===== src/rtl/rr_arb_mux_pkg.sv =====
// Shared arbiter core types: grant-index type and select-width helper.
`default_nettype none

package rr_arb_mux_pkg;

   localparam int MAX_INS = 16;
   localparam int IDX_W   = $clog2(MAX_INS);

   typedef logic [IDX_W-1:0] grant_idx_t;

   // Select width for an n-channel arbiter; never narrower than one bit.
   function automatic int sel_width(input int n);
      return (n < 2) ? 1 : $clog2(n);
   endfunction

endpackage

`default_nettype wire


===== src/rtl/rr_arb_mux_prio_enc.sv =====
// Round-robin search: first request at or after ptr_i, wrapping N-1 -> 0.
`default_nettype none

module rr_prio_enc
   import rr_arb_mux_pkg::*;
#(
   parameter int N = 8
) (
   input  logic [N-1:0] req_i,
   input  grant_idx_t   ptr_i,
   output logic [N-1:0] gnt_o,
   output grant_idx_t   idx_o,
   output logic         any_o
);

   int c;

   always_comb begin
      gnt_o = '0;
      idx_o = '0;
      any_o = 1'b0;
      c     = 0;
      for (int k = 0; k < N; k++) begin
         // ptr_i < N always holds, so one conditional subtract wraps the index.
         c = int'(ptr_i) + k;
         if (c >= N) c = c - N;
         if (!any_o && req_i[c]) begin
            any_o    = 1'b1;
            gnt_o[c] = 1'b1;
            idx_o    = grant_idx_t'(c);
         end
      end
   end

endmodule

`default_nettype wire


===== src/rtl/rr_arb_mux.sv =====
// N-to-1 round-robin arbitrating multiplexer with a single registered output stage.
`default_nettype none

module rr_arb_mux
   import rr_arb_mux_pkg::*;
#(
   parameter int WIDTH = 32,
   parameter int N_INS = 8,
   localparam int SEL_W = sel_width(N_INS)
) (
   input  logic                        clk,
   input  logic                        rst_aL,
   input  logic [N_INS-1:0][WIDTH-1:0] ins,
   input  logic [N_INS-1:0]            ins_valid,
   output logic [N_INS-1:0]            ins_ready,
   output logic [WIDTH-1:0]            out,
   output logic [SEL_W-1:0]            out_sel,
   output logic                        out_valid,
   input  logic                        out_ready
);

   grant_idx_t       ptr_q, ptr_d;
   grant_idx_t       gnt_idx;
   logic [N_INS-1:0] gnt;
   logic             any_req;
   logic             can_load;
   logic             xfer;
   logic [WIDTH-1:0] mux_data;
   logic [WIDTH-1:0] out_q, out_d;
   logic [SEL_W-1:0] sel_q, sel_d;
   logic             vld_q, vld_d;

   rr_prio_enc #(
      .N (N_INS)
   ) u_prio_enc (
      .req_i (ins_valid),
      .ptr_i (ptr_q),
      .gnt_o (gnt),
      .idx_o (gnt_idx),
      .any_o (any_req)
   );

   assign can_load  = !vld_q || out_ready;
   assign xfer      = any_req && can_load;
   // Reset gating keeps every ready low while rst_aL is held.
   assign ins_ready = (rst_aL && can_load) ? gnt : '0;

   always_comb begin
      mux_data = '0;
      for (int i = 0; i < N_INS; i++) begin
         mux_data = mux_data | (ins[i] & {WIDTH{gnt[i]}});
      end
   end

   always_comb begin
      out_d = out_q;
      sel_d = sel_q;
      vld_d = vld_q;
      ptr_d = ptr_q;
      if (xfer) begin
         out_d = mux_data;
         sel_d = SEL_W'(gnt_idx);
         vld_d = 1'b1;
         ptr_d = (gnt_idx == grant_idx_t'(N_INS - 1)) ? '0 : gnt_idx + grant_idx_t'(1);
      end else if (out_ready) begin
         vld_d = 1'b0;
      end
   end

   always_ff @(posedge clk or negedge rst_aL) begin
      if (!rst_aL) begin
         out_q <= '0;
         sel_q <= '0;
         vld_q <= 1'b0;
         ptr_q <= '0;
      end else begin
         out_q <= out_d;
         sel_q <= sel_d;
         vld_q <= vld_d;
         ptr_q <= ptr_d;
      end
   end

   assign out       = out_q;
   assign out_sel   = sel_q;
   assign out_valid = vld_q;

endmodule

`default_nettype wire


===== config.mk =====
export PLATFORM = sky130hd
export DESIGN_NAME = rr_arb_mux
export DESIGN_NICKNAME = d
export VERILOG_FILES = /design/src/rtl/rr_arb_mux_pkg.sv /design/src/rtl/rr_arb_mux_prio_enc.sv /design/src/rtl/rr_arb_mux.sv
export SDC_FILE = /design/constraint.sdc
export NUM_CORES = 1
export LEC_CHECK = 0
export ABC_AREA = 1
export CORE_MARGIN = 4
export CORE_UTILIZATION = 40
export DETAILED_ROUTE_END_ITERATION = 7
export PLACE_DENSITY_LB_ADDON = 0.15
export SETUP_SLACK_MARGIN = 0.5
export SYNTH_ARGS = -nofsm -noshare
export SYNTH_HDL_FRONTEND = slang
export SYNTH_SLANG_ARGS = --single-unit

===== constraint.sdc =====
create_clock -name clk -period 4.4 [get_ports clk]
set_input_delay 1.1 -clock clk [delete_from_list [all_inputs] [get_ports clk]]
set_output_delay 1.1 -clock clk [all_outputs]
set_load 0.1 [all_outputs]

### Yosys cells after proc, flatten, opt, wreduce, memory -nomap -nowiden

Cells that the tools add are included.

| cells by class | value |
|---|---|
| $add $sub $neg | 16 |
| bitwise operators | 22 |
| eq/ne operators | 1 |
| mux-type cells | 76 |
| order comparisons | 24 |
| reduce and logical (&&, ||, !) cells | 27 |

Operators by type and width:

| operator | number |
|---|---|
| bitwise AND 32 bit | 8 |
| greater-or-equal comparator 32 x 1 -> 1 bit, second input constant | 8 |
| < comparator 32 x 5 -> 1 bit, second input constant | 8 |
| 2-to-1 mux 32 bit | 8 |
| greater-or-equal comparator 32 x 5 -> 1 bit, second input constant | 7 |
| bitwise OR 32 bit | 7 |
| subtractor 32 x 5 -> 32 bit, second input constant | 7 |
| 2-to-1 mux 8 bit | 9 |
| bitwise OR 8 bit | 7 |
| 2-to-1 mux 4 bit | 9 |
| 2-to-1 mux 1 bit | 34 |
| binary-select mux 1 bit (select 3 bit) | 8 |
| demux 1 bit (select 3 bit) | 8 |
| adder 4 x 3 -> 5 bit, second input constant | 4 |
| logical AND 1 bit | 17 |
| adder 4 x 2 -> 5 bit, second input constant | 2 |
| logical NOT 1 bit | 8 |
| adder 4 x 1 -> 5 bit, second input constant | 1 |
| subtractor 4 x 4 -> 5 bit, second input constant | 1 |
| adder 4 x 1 -> 4 bit, second input constant | 1 |
| == test 4 x 3 -> 1 bit, second input constant | 1 |
| greater-or-equal comparator 4 bit, second input constant | 1 |
| nonzero test 2 bit | 1 |
| logical OR 1 bit | 1 |

| word-level totals | value |
|---|---|
| output and inout port bits | 44 |
| input bits | 267 |
| logic and storage cells | 170 |
| register bits | 40 |

### Logic depth before layout (Yosys ltp)

Gate-level depths: netlist of the first run.

| logic depth | value |
|---|---|
| depth in word-level cells | 35 |
| depth in mapped cells | 24 |
| gate-level depth less buffers | 22 |

### By module

From an unflattened synthesis of the first run, not the netlist that was laid out.

| second synthesis, totals | value |
|---|---|
| cell total of the unflattened synthesis | 1113 |
| area, all modules | 5993.2 um^2 |

By module, submodules not included:

| module | times used | area an instance (um^2) | cells an instance | sequential area each (um^2) |
|---|---|---|---|---|
| rr_arb_mux | 1 | 3841.2 | 705 | 1001.0 |
| rr_prio_enc | 1 | 2152.1 | 408 | 0.0 |

### Worst setup path after synthesis of the first run

No wires, ideal clock.

| timing path | value |
|---|---|
| path kind | reg2out |
| from | reg ptr_q[0] |
| to | out ins_ready[1] |
| data arrival time | 4.011 ns |
| data required time | 3.300 ns |
| path slack | -0.711 ns |
| path buffers | 3 |
| stages on the path, launching flop included | 17 |
| cell sequence | dfrtp_1 inv_2 buf_6 clkbuf_1 ha_1 inv_1 nand3_1 nand2_1 nand2_1 nand2_1 nand3_1 nor2_1 buf_2 nand4_1 nand2_1 nor2_1 a31oi_1 |

| between the ends | value |
|---|---|
| word-level cells in the longest chain between the ends | 28 |
| elaborated cells on any way between the ends | 132 |
| classes of those cells | add/sub: 15; order compare: 24; mux: 64; bitwise: 7; reduce/logical: 22 |

RTL lines:

| element | RTL line | text |
|---|---|---|
| start: declaration | rr_arb_mux.sv:22 | `grant_idx_t ptr_q, ptr_d;` |
| start signal: assignment | rr_arb_mux.sv:80 | `ptr_q <= ptr_d;` |
| branches (longest 26 deep; another with subtractor 32 x 5 -> 32 bit) | n/a |  |
| 2-to-1 mux 8 bit (*) | rr_arb_mux_prio_enc.sv:27 | `if (!any_o && req_i[c]) begin` |
| 2-to-1 mux 8 bit (*) | rr_arb_mux.sv:46 | `assign ins_ready = (rst_aL && can_load) ? gnt : '0;` |
| end: declaration | rr_arb_mux.sv:15 | `output logic [N_INS-1:0] ins_ready,` |

Every way passes the cells marked *. The select of a mux whose other input is x is not followed.

### Worst setup path in the final report of the first run

| timing path | value |
|---|---|
| from | in ins_valid[6] |
| to | out ins_ready[2] |

| between the ends | value |
|---|---|
| word-level cells in the longest chain between the ends | 26 |
| elaborated cells on any way between the ends | 61 |
| classes of those cells | mux: 40; bitwise: 7; reduce/logical: 14 |

RTL lines:

| element | RTL line | text |
|---|---|---|
| start: declaration | rr_arb_mux.sv:14 | `input logic [N_INS-1:0] ins_valid,` |
| binary-select mux 1 bit (select 3 bit) | rr_arb_mux_prio_enc.sv:27 |  |
| 2-to-1 mux 1 bit (implied by the code) (2 in series) | rr_arb_mux_prio_enc.sv:27 |  |
| 2-to-1 mux 1 bit | rr_arb_mux_prio_enc.sv:27 |  |
| logical NOT 1 bit | rr_arb_mux_prio_enc.sv:27 |  |
| logical AND 1 bit | rr_arb_mux_prio_enc.sv:27 |  |
| 2-to-1 mux 1 bit | rr_arb_mux_prio_enc.sv:27 |  |
| logical NOT 1 bit | rr_arb_mux_prio_enc.sv:27 |  |
| logical AND 1 bit | rr_arb_mux_prio_enc.sv:27 |  |
| (+9 left out) | n/a |  |
| 2-to-1 mux 1 bit | rr_arb_mux_prio_enc.sv:27 |  |
| logical NOT 1 bit | rr_arb_mux_prio_enc.sv:27 |  |
| logical AND 1 bit | rr_arb_mux_prio_enc.sv:27 |  |
| 2-to-1 mux 1 bit | rr_arb_mux_prio_enc.sv:27 |  |
| logical NOT 1 bit | rr_arb_mux_prio_enc.sv:27 |  |
| logical AND 1 bit | rr_arb_mux_prio_enc.sv:27 |  |
| 2-to-1 mux 8 bit (*) | rr_arb_mux_prio_enc.sv:27 |  |
| 2-to-1 mux 8 bit (*) | rr_arb_mux.sv:46 |  |

Every way passes the cells marked *; elsewhere a longest branch is shown, timed or not. The select of a mux whose other input is x is not followed.

==> flow_summary.toml, run 1 <==
[sta]
period_needed_ns = 4.06
worst_pin_slew_ns = 1.11
period_share_pct = 92.2
fin_ws_ns = 0.342
holdWs_ns = 0.531
hold_viol_final = 0
rsz0062_at_grt = "yes"
slew_headroom_pct = 25.8
slew_violations = 0
setup_tns_ns = 0
setup_viol = 0
fmaxAchievable_mhz = 246
fin_skew_ns = 0.00941

[placement]
portBuffers = 310
placed_cell_area_um2 = 9050
place_ws_ns = -0.132
gp_congestion = 0.990
place_hpwl_um = 20100

[worst_setup_path]
worstReg2RegStart = "ptr_q[1]"
r2r_cells = 24
critical_path_class = "in2out"
critical_path_depth = 16
crit_family = "simple AND/OR/NAND/NOR gates"
path_buf_inv = 6
worst_ep_arrival_time_ns = 2.96
slowest_stage = "a31oi_4"
rrSetupSlack_ns = 1.10
slowest_delay_ns = 0.23
crit_required_ns = 3.30
startpoint_type = "primary input"
cp_max_fo = 8
cp-startpoint = "ins_valid[6]"
crit_chain = "buf_6, buf_6, nand2_8, nand3_4, nand2_2, nor2_2, nor2_2, inv_2, buf_6, nor2_4, nand2_2, nor2_4, buf_12, nand2_2, a31oi_4, buf_12"
end_kind = "primary output"

[yosys]
syn_inst = 1028
syn_nets = 1304
synth_top_area_share_pct = 33.6
synth_warnings = 0
synth-seq-cells = 40
syn-cell-area_um2 = 5390
synth_ff_type = "dfrtp_1"
async_flop_share_pct = 100
synth.most_common_cell = "nand2_1"
synth_edf_count = 0
synth.distinct_cells = 32
netlist_top_cells_count = "482 x nand2_1, 132 x nor2_1, 91 x nand3_1"
syn_area_per_cell_um2 = 5.24
yosysTopAreaCell = "nand2_1"
yosys-top-cells-area = "nand2_1 34%, dfrtp_1 19%, nor2_1 9.2%, nand3_1 8.4%, inv_1 5.4%"
seq_area_frac_synth_pct = 18.6

[floorplan]
initial_core_util_pct = 40.7
core_area_um2 = 13200
die_area_um2 = 15400
die_h_um = 124
top_level_ports = 311
die-width_um = 124
rows = 42

[global_routing]
antenna_found_initial = 0
grt_pass1_vias = 7185
gr-total-overflow = 0
grt_first_pass_wirelength_um = 38300
grt_max_degree = 41
groute.usage.overall_pct = 32.2

[detailed_routing]
viasPerCell = 5.09
finalWirelength_um = 27100
final_antenna_net_count = 0
drt_pre_antenna_iters = 5
post-route-drc-count = 0
vias = 7862
wl_per_cell_um = 17.5
drt_iter0_markers = 576

[clock_tree]
cts_hold_buffers = 0
htreeDepth = 2
cts_buffers = 5
insertion_delay_ns = 0.29
clkTransAtPathRegs_ns = 0.06
cts_sinks = 40
cts_tree = "built"
clockRootBuffer = "clkbuf_16"
cts_buffer_depth = 2

[worst_hold_path]
holdPathStages = 2
hold_class = "reg2reg"
hold_start = "out[20]"

[layout]
fin_area_um2 = 9730
fillCellCount = 1154
antennaDiodeCount = 0
area_delta_synth_final_pct = 80.5
drive_gt1_share_pct = 15.9
final_nets = 1644

[job]
maxCapViolations = 0

[status]
status = "finished clean"
[cell type report]
type	instances	area (µm²)	share of cell area, %
Multi-Input combinational cell	851	4200	43.2
Clock buffer	7	143	1.47
Sequential cell	40	1000	10.3
Inverter	88	370	3.81
Timing Repair Buffer	382	3780	38.9
Tap cell	176	220	2.26
Clock inverter	1	7.51	0.0772
[stage by stage]
step	utilization (%)	cells
2_1_floorplan	-	1028
3_3_place_gp	68.3	1510
3_5_place_dp	68.3	1510
4_1_cts	70.9	1531
5_1_grt	73.5	1545
6_report	73.5	1545
[sequential cells by signal (all words and copies together), names as in the netlist]
register and flops:
out 32, ptr_q 4, out_sel 3, out_valid 1
[worst paths after layout]
path / endpoint
max in group asynchronous: ptr_q[0]
max: ins_ready[2]
max reg2reg: out[13]
min: out[20]
min in group asynchronous: out[9]
min reg2reg: out[20]
[worst reg2reg max path, cell delays in order, from the launching register on]
cell     delay [ns]
dfrtp_1        0.36
buf_4          0.22
ha_2           0.23
inv_2          0.05
nand2_2        0.09
nand2_4        0.08
inv_4          0.16
nor2_2         0.08
nor2_2         0.15
inv_2          0.08
buf_6          0.12
nor2_4         0.11
nand2_2        0.09
nor2_4         0.12
buf_12         0.14
nand2_2        0.05
nand3_2        0.10
buf_4          0.10
buf_4          0.42
nand2_1        0.16
nand2_1        0.09
nor2_1         0.04
nand3_1        0.08
nand2_1        0.05
inv_1          0.04
[per-layer routing]
layer	up-vias	track usage [%]	routed length [µm]
met5	-	0	0
met4	0	10.3	897
met3	62	8.67	2800
met2	406	55.5	13100
met1	3522	38.8	10300
li1	3872	-	-
[logic make-up (layout without fill, tap and decap cells)]
kind of cell | count (synthesis) | after routing | synth area share [%]
compound gates | 51 | 51 | 4.92
fa+ha+maj | 9 | 9 | 2.09
buf+inv | 138 | 478 | 11.9
flops | 40 | 40 | 18.6
simple gates | 790 | 791 | 62.5
[placed cells by master, fill, tap and decap left out, types with 3 or more instances in the layout]
cell	instances
nand2_1	445
clkdlybuf4s50_1	293
nor2_1	120
nand3_1	74
inv_1	66
buf_4	62
dfrtp_1	38
a21oi_1	35
nand2_2	33
nand4_1	19
or2_0	19
nand3_2	15
nor3_1	14
buf_12	13
inv_2	11
nand2_4	10
nand3_4	10
nor2_2	9
o21ai_0	9
buf_6	9
nor2_4	8
nand3b_1	8
clkinvlp_4	7
ha_1	7
clkbuf_16	5
buf_2	5
inv_4	4
nand2_8	3
[repair_timing]
action	in CTS	in global routing
resized for setup	66	56
setup endpoints to repair	8	8
pin swaps	34	28
gates cloned	0	1
setup buffers	13	13
Power of run 1 is left out: the tool's default activity adds up to more than one toggle a clock period on the data nets, which glitch-free logic cannot reach.
==> run 2, diff against run 1 <==
- CORE_ASPECT_RATIO: unset -> 1.1
==> flow_summary.toml, run 2 (synthesis results as in run 1) <==
[sta]
period_needed_ns = 4.10
period_share_pct = 93.1
slew_headroom_pct = 23.6
rsz0062_at_grt = "yes"
worst_pin_slew_ns = 1.14
fin_skew_ns = 0.00778
slew_violations = 0
hold_viol_final = 0
fmaxAchievable_mhz = 244
holdWs_ns = 0.491
setup_viol = 0

[floorplan]
die_area_um2 = 15400
initial_core_util_pct = 40.8
top_level_ports = 311
die-width_um = 119
die_h_um = 130
core_area_um2 = 13200
rows = 44

[global_routing]
grt_first_pass_wirelength_um = 40400
grt_pass1_vias = 7136
antenna_found_initial = 3
grt_max_degree = 41
gr-total-overflow = 0
groute.usage.overall_pct = 33.6

[clock_tree]
cts_tree = "built"
cts_buffer_depth = 2
htreeDepth = 2
clkTransAtPathRegs_ns = 0.06
cts_buffers = 5
insertion_delay_ns = 0.29
cts_sinks = 40
clockRootBuffer = "clkbuf_16"

[placement]
portBuffers = 310
place_hpwl_um = 21000
placed_cell_area_um2 = 9020
gp_congestion = 0.965

[layout]
final_cell_mix = "447 x nand2_1, 293 x clkdlybuf4s50_1, 126 x nor2_1"
fin_area_um2 = 9790
finish.utilization_pct = 74.1
area_delta_synth_final_pct = 81.6
final_nets = 1645
largest_reg_flops = 32
final_common_cell = "nand2_1"
drive_gt1_share_pct = 15.5

[status]
status = "finished clean"

[worst_setup_path]
crit_chain = "buf_6, nand2_4, nand3_1, nand2_1, nand2_2, nand2_4, nand4_4, buf_12, nor2_4, nand2_2, nor2_4, nand2_1, nand3_2, nand2_2, clkinvlp_4, buf_12"
end_kind = "primary output"
worst_ep_arrival_time_ns = 3.00
crit_required_ns = 3.30
startpoint_type = "primary input"
cpMostUsedCell = "nand2_2"
path_buf_inv = 4
critical_path_class = "in2out"
slowest_stage = "nor2_4"
slowest_delay_ns = 0.28
crit_family = "simple AND/OR/NAND/NOR gates"
cp_max_fo = 8

[detailed_routing]
vias = 7817
viasPerCell = 5.09
drt_iter0_markers = 679
drt_pre_antenna_iters = 8
post-route-drc-count = 0
final_antenna_net_count = 0
wl_per_cell_um = 18.0
finalWirelength_um = 27600

[worst_hold_path]
hold_class = "reg2reg"

[job]
maxCapViolations = 0
[run 2: cell types whose count changed in the layout (fill, tap and decap cells not counted), sizes merged]
cell      before  now
buf           89   91
bufinv         0    1
clkbuf         7    5
clkinv         0    3
clkinvlp       7    6
diode          0    4
inv           82   81
nor2         137  136
[run 2: repair_timing]
item | 4_1_cts | 5_1_grt
hold buffers | 0 | 0
endpoints found under the setup margin | 8 | 8
buffers inserted | 20 | 11
pin swaps | 29 | 20
resized for setup | 85 | 38
[run 2: worst paths after layout]
check	start	endpoint	slack, ns	cells past startpoint
max	ins_valid[6]	ins_ready[3]	0.30	16
min	out_sel[1]	out_sel[1]	0.49	2
max reg2reg	ptr_q[0]	out[31]	1.05	20
min reg2reg	out_sel[1]	out_sel[1]	0.49	2
max in group asynchronous	rst_aL	ptr_q[2]	3.08	2
min in group asynchronous	rst_aL	out[27]	0.94	2
[run 2: worst register-to-register path: cells and delay by family (launching register included)]
| kind | cells | cell delay [ns] |
|---|---|---|
| AOI/OAI and AO/OA | 1 | 0.13 |
| adders and majority gates | 1 | 0.29 |
| buffers and inverters | 6 | 0.92 |
| DFF | 1 | 0.42 |
| and+or+nand+nor | 12 | 1.52 |
[run 2: per-layer routing]
layer	vias to the layer above	part of all wire (%)	GRT usage [%]	wire, µm
met2	428	47	56.4	12800
li1	3875	-	-	-
met1	3446	39	41.9	10800
met3	64	11	9.71	3050
met4	4	3.1	11.0	859
met5	-	0.11	0	29
[run 2: cell type report]
class / instances / area, µm²
Multi-Input combinational cell: 850 / 4210
Tap cell: 161 / 201
Timing Repair Buffer: 384 / 3820
Clock buffer: 5 / 125
Inverter: 88 / 374
Sequential cell: 40 / 1000
Clock inverter: 3 / 47.5
Fill cell: 1147 / 3430
Antenna cell: 4 / 10.0
[run 2: stage by stage]
step	TNS, ns	instances	worst slack [ns]
4_1_cts	0	1520	0.374
2_1_floorplan	0	1028	0.462
3_5_place_dp	-0.200	1492	-0.0703
3_3_place_gp	-0.0500	1492	-0.0276
6_report	0	1535	0.304
5_1_grt	0	1532	0.223
Power of run 2 is left out for the same reason.
==> run 3, diff against run 2 <==
- GPL_TIMING_DRIVEN: unset -> 0
==> flow_summary.toml, run 3 (synthesis results as in run 1) <==
[status]
status = "finished clean"

[sta]
worst_pin_slew_ns = 1.14
holdWs_ns = 0.521
fmaxAchievable_mhz = 234
slew_headroom_pct = 24.0
fin_ws_ns = 0.126
rsz0062_at_grt = "yes"
fin_skew_ns = 0.0127
setup_viol = 0
period_needed_ns = 4.27
period_share_pct = 97.1
slew_violations = 0
hold_viol_final = 0

[worst_hold_path]
hold_start = "out_sel[2]"
hold_class = "reg2reg"

[global_routing]
grt_max_degree = 23
groute.usage.overall_pct = 38.0
antenna_found_initial = 0
grt_first_pass_wirelength_um = 45100
gr-total-overflow = 0
grt_pass1_vias = 8001

[job]
maxCapViolations = 0

[floorplan]
die-width_um = 119
top_level_ports = 311
core_area_um2 = 13200
rows = 44
die_h_um = 130
initial_core_util_pct = 40.8
die_area_um2 = 15400

[clock_tree]
cts_buffer_depth = 2
htreeDepth = 2
cts_buffers = 5
clockRootBuffer = "clkbuf_16"
insertion_delay_ns = 0.29
clkTransAtPathRegs_ns = 0.07
cts_hold_buffers = 0
cts_tree = "built"
cts_sinks = 40

[detailed_routing]
final_antenna_net_count = 0
wl_per_cell_um = 20.4
post-route-drc-count = 0
drt_iter0_markers = 1004
finalWirelength_um = 32100
drt_pre_antenna_iters = 6
vias = 8565
viasPerCell = 5.44

[worst_setup_path]
startpoint_type = "register"
cp-startpoint = "ptr_q[0]"
critical_path_class = "reg2out"
worstReg2RegStart = "ptr_q[0]"
worst_ep_arrival_time_ns = 3.17
crit_required_ns = 3.30
cp_max_fo = 6
end_kind = "primary output"

[placement]
portBuffers = 310
place_ws_ns = -1.47
gp_congestion = 1.01
place_hpwl_um = 23400

[layout]
final_common_cell = "nand2_1"
largest_reg_flops = 32
final_cell_mix = "437 x nand2_1, 293 x clkdlybuf4s50_1, 114 x nor2_1"
drive_gt1_share_pct = 19.3
fillCellCount = 1029
area_delta_synth_final_pct = 90.4
final_nets = 1688
[run 3: changes by cell type in the layout (fill, tap and decap cells not counted), moves of 5 or more]
cell	before	now
nor2_1	126	114
nand3_4	12	19
clkbuf_1	0	10
buf_6	12	19
nor2_4	5	10
nand2_2	26	35
buf_2	1	15
nand2_1	447	437
nor2_2	5	13
[run 3: timing repair]
action	4_1_cts	5_1_grt
buffers inserted	55	10
gates resized for setup	179	75
cloned	1	0
setup endpoints to repair	9	12
pin swaps	29	37
[run 3: worst paths after layout]
path                                end  slack [ns]  cells past startpoint
min in group asynchronous      ptr_q[0]        0.81                      1
hold / removal               out_sel[2]        0.52                      2
hold reg to reg              out_sel[2]        0.52                      2
setup / recovery           ins_ready[5]        0.13                     17
setup reg to reg               ptr_q[3]        0.32                     34
max in group asynchronous        out[0]        3.06                      2
[run 3: per-stage QoR]
stage	TNS [ns]	utilization, %	instance area (µm²)	cells
floorplan	0	-	5630	1028
CTS	0	74.8	9880	1563
global route	-0.000795	77.6	10300	1573
finish	0	77.7	10300	1574
detailed placement	-10.71	67.8	8960	1500
global placement	-14.06	67.6	8930	1499
[run 3: layer usage]
metal | GRT usage, % | vias up | part of all wire [%]
li1 | - | 3959 | -
met1 | 45.8 | 3879 | 37
met2 | 64.3 | 602 | 46
met3 | 12.3 | 125 | 12
met4 | 13.4 | 0 | 4.3
met5 | 0 | - | 0
[run 3: cell type report]
cell class              instances  area (µm²)  share of cell area (%)
diodes                          1        2.50                  0.0244
plain buffers                  50         424                    4.13
clock buffers                   5         125                    1.22
clock inverters                 2        12.5                   0.122
inverters                      88         380                    3.71
multi-input cells             851        4390                    42.8
flip-flops and latches         40        1000                    9.77
well taps                     161         201                    1.96
repair buffers                376        3720                    36.3
[run 3: critical path, cell delays in order (launching register included)]
cell and delay, ns:
dfrtp_1 0.43, inv_2 0.08, buf_12 0.13, clkbuf_16 0.15, ha_4 0.36, nand3_4 0.13, nand2_2 0.11, nor2_2 0.07
nor2_2 0.17, inv_2 0.12, nor3_4 0.29, buf_6 0.16, nand4_1 0.12, nand3_4 0.14, buf_12 0.12, nand2_4 0.05
clkinvlp_4 0.10, buf_12 0.17
Power of run 3 is left out for the same reason.
==> edit (settings of run 1) <==
`N_INS`: 8 -> 4.
--- a/src/rtl/rr_arb_mux.sv
+++ b/src/rtl/rr_arb_mux.sv
@@ -6,5 +6,5 @@
 #(
    parameter int WIDTH = 32,
-   parameter int N_INS = 8,
+   parameter int N_INS = 4,
    localparam int SEL_W = sel_width(N_INS)
 ) (
Interface: changed (resized ins, ins_ready, ins_valid and out_sel); port bits go from 311 to 174. The function was not compared with the original's and may differ.
==> edit against run 1 <==
- design area down 43%
- area after synthesis decreased by 38%
- routed wire length fell by 56%
- count of clock-buffer cells in the layout did not move
- worst hold slack worse by 0.044 ns
- setup slack improved by 0.31 ns
- cell count shrank 45%
- sequential cell count shrank 1
- critical path type is now register to output pin
Power is left out: the tool's default activity adds up to more than one toggle a clock period on the data nets, which glitch-free logic cannot reach.
==> edit: results (changes against run 1) <==
final_layout:
  final_layout_size_suffix_gt1_share_pct: 10.0  # -5.8 points
  fin_nets: 889  # -46%
  largest_reg_flops: 32  # unchanged
clock_tree:
  clockBufferDepth: 2  # unchanged
  cts_root_buf: "clkbuf_8"
  clk_pin_slew_ns: 0.07
  htree_levels: 2  # unchanged
  insertion_delay_ns: 0.28
  numCtsBuffers: 5  # unchanged
drt:
  drt_pass1_iterations: 5  # unchanged
  wl_per_cell_um: 14.2  # -19%
  via_count: 4090  # -48%
  drt_iter0_drc: 144  # -75%
global_route:
  grt_pass1_wl_mm: 18.6  # -51%
  grt_max_degree: 49  # +20%
  antenna_found_initial: 1  # +1
  grt_usage_pct: 23.5  # -8.7 points
  first_global_vias: 3998  # -44%
setup_path:
  ff2ff_path_depth: 15  # -38%
  r2r_slack_ns: 1.21  # +0.11 ns
  critPathMaxFanout: 7  # -1
  cp.arrival_ns: 2.65  # -0.31 ns
  r2r_end: "out[25]"
  worstSetupStartpoint: "ptr_q[0]"
min_path:
  hold_start: "out_sel[0]"
  hold_path_end: "out_sel[0]"
  min_path_type: "register to register"
  whs_path_depth: 2  # unchanged
yosys:
  synthTopCellsByArea: "dfrtp_1 29%, nand2_1 27%, nor2_1 12%"
  yosysWarnings: 0  # unchanged
  synth_top_cell_area_share_pct: 29.2  # -4.4 points
  ys_seq_area_share_pct: 29.2  # +11 points
  synth.distinct_cells: 26  # -19%
  synthTopCellsByCount: "243 x nand2_1, 110 x nor2_1, 56 x nand3_1, 39 x dfrtp_1, 22 x inv_1"
  synth_nets: 712  # -45%
  ys_async_sr_fraction_pct: 100  # unchanged
timing:
  relSlewSlack_pct: 30.5  # +4.7 points
  fin_skew_ns: 0.00844  # -0.000973 ns
placement:
  port-buffer-count: 173  # -44%
  place.gp.congestion: 0.867  # -12%
  dp_hpwl_mm: 9.19  # -54%
status:
  status: "finished, final reports clean"
-- edit: cell type report --
cell class / instances / area (um2)
Clock buffer: 7 / 76.3
Antenna cell: 1 / 2.50
Inverter: 28 / 113
Clock inverter: 1 / 5.00
Sequential cell: 39 / 980
Tap cell: 105 / 131
Fill cell: 710 / 2670
Timing Repair Buffer: 192 / 1930
Multi-Input combinational cell: 471 / 2260
-- edit: logic make-up (layout without fill, tap and decap cells) --
group           Yosys count  in the layout  share of synthesized area (%)
compound gates           17             17                           2.95
flops                    39             39                           29.2
other cells               0              1                              0
simple gates            431            431                           52.7
buf+inv                  50            228                           7.26
xor+xnor                  6              6                           1.57
fa+ha+maj                17             17                           6.36
-- edit: routing by layer --
metal	share of wire, %	global-route usage (%)	up-vias
li1	-	-	2089
met1	40	27.9	1834
met2	50	40.4	151
met3	8.5	6.80	16
met4	2.3	8.19	0
met5	0	0	-
-- edit: timing repair --
item	CTS	global route
pin swaps	8	8
buffers inserted	6	8
endpoints found under the hold margin	0	0
endpoints found under the setup margin	4	4
gates resized for setup	10	20
-- edit: worst max-delay path, stage by stage, from the launching register on --
cell and delay (ns):
dfrtp_2 0.47, ha_2 0.29, xnor2_4 0.25, inv_1 0.09, ha_1 0.19, nand2_1 0.07
nand3_1 0.17, a21oi_4 0.21, nand3_1 0.09, nand2_1 0.07, nor2_1 0.08, a21oi_4 0.19
buf_12 0.19
-- edit: metrics by stage --
| stage | setup slack, ns | cell area [um2] | hold WS, ns | cells |
|---|---|---|---|---|
| 2_1_floorplan | 0.636 | 3390 | 0.616 | 560 |
| 3_3_place_gp | 0.512 | 5200 | 0.466 | 821 |
| 3_5_place_dp | 0.456 | 5200 | 0.472 | 821 |
| 4_1_cts | 0.502 | 5360 | 0.491 | 835 |
| 5_1_grt | 0.458 | 5500 | 0.524 | 844 |
| 6_report | 0.648 | 5500 | 0.487 | 844 |
-- edit: worst max path at each step --
stage	to	depth (start not counted)
final	ins_ready[1]	12
after global routing	ins_ready[1]	13
after CTS	ins_ready[1]	12
after detailed placement	ins_ready[2]	11
after global placement	ins_ready[2]	11
after floorplan	ins_ready[0]	10
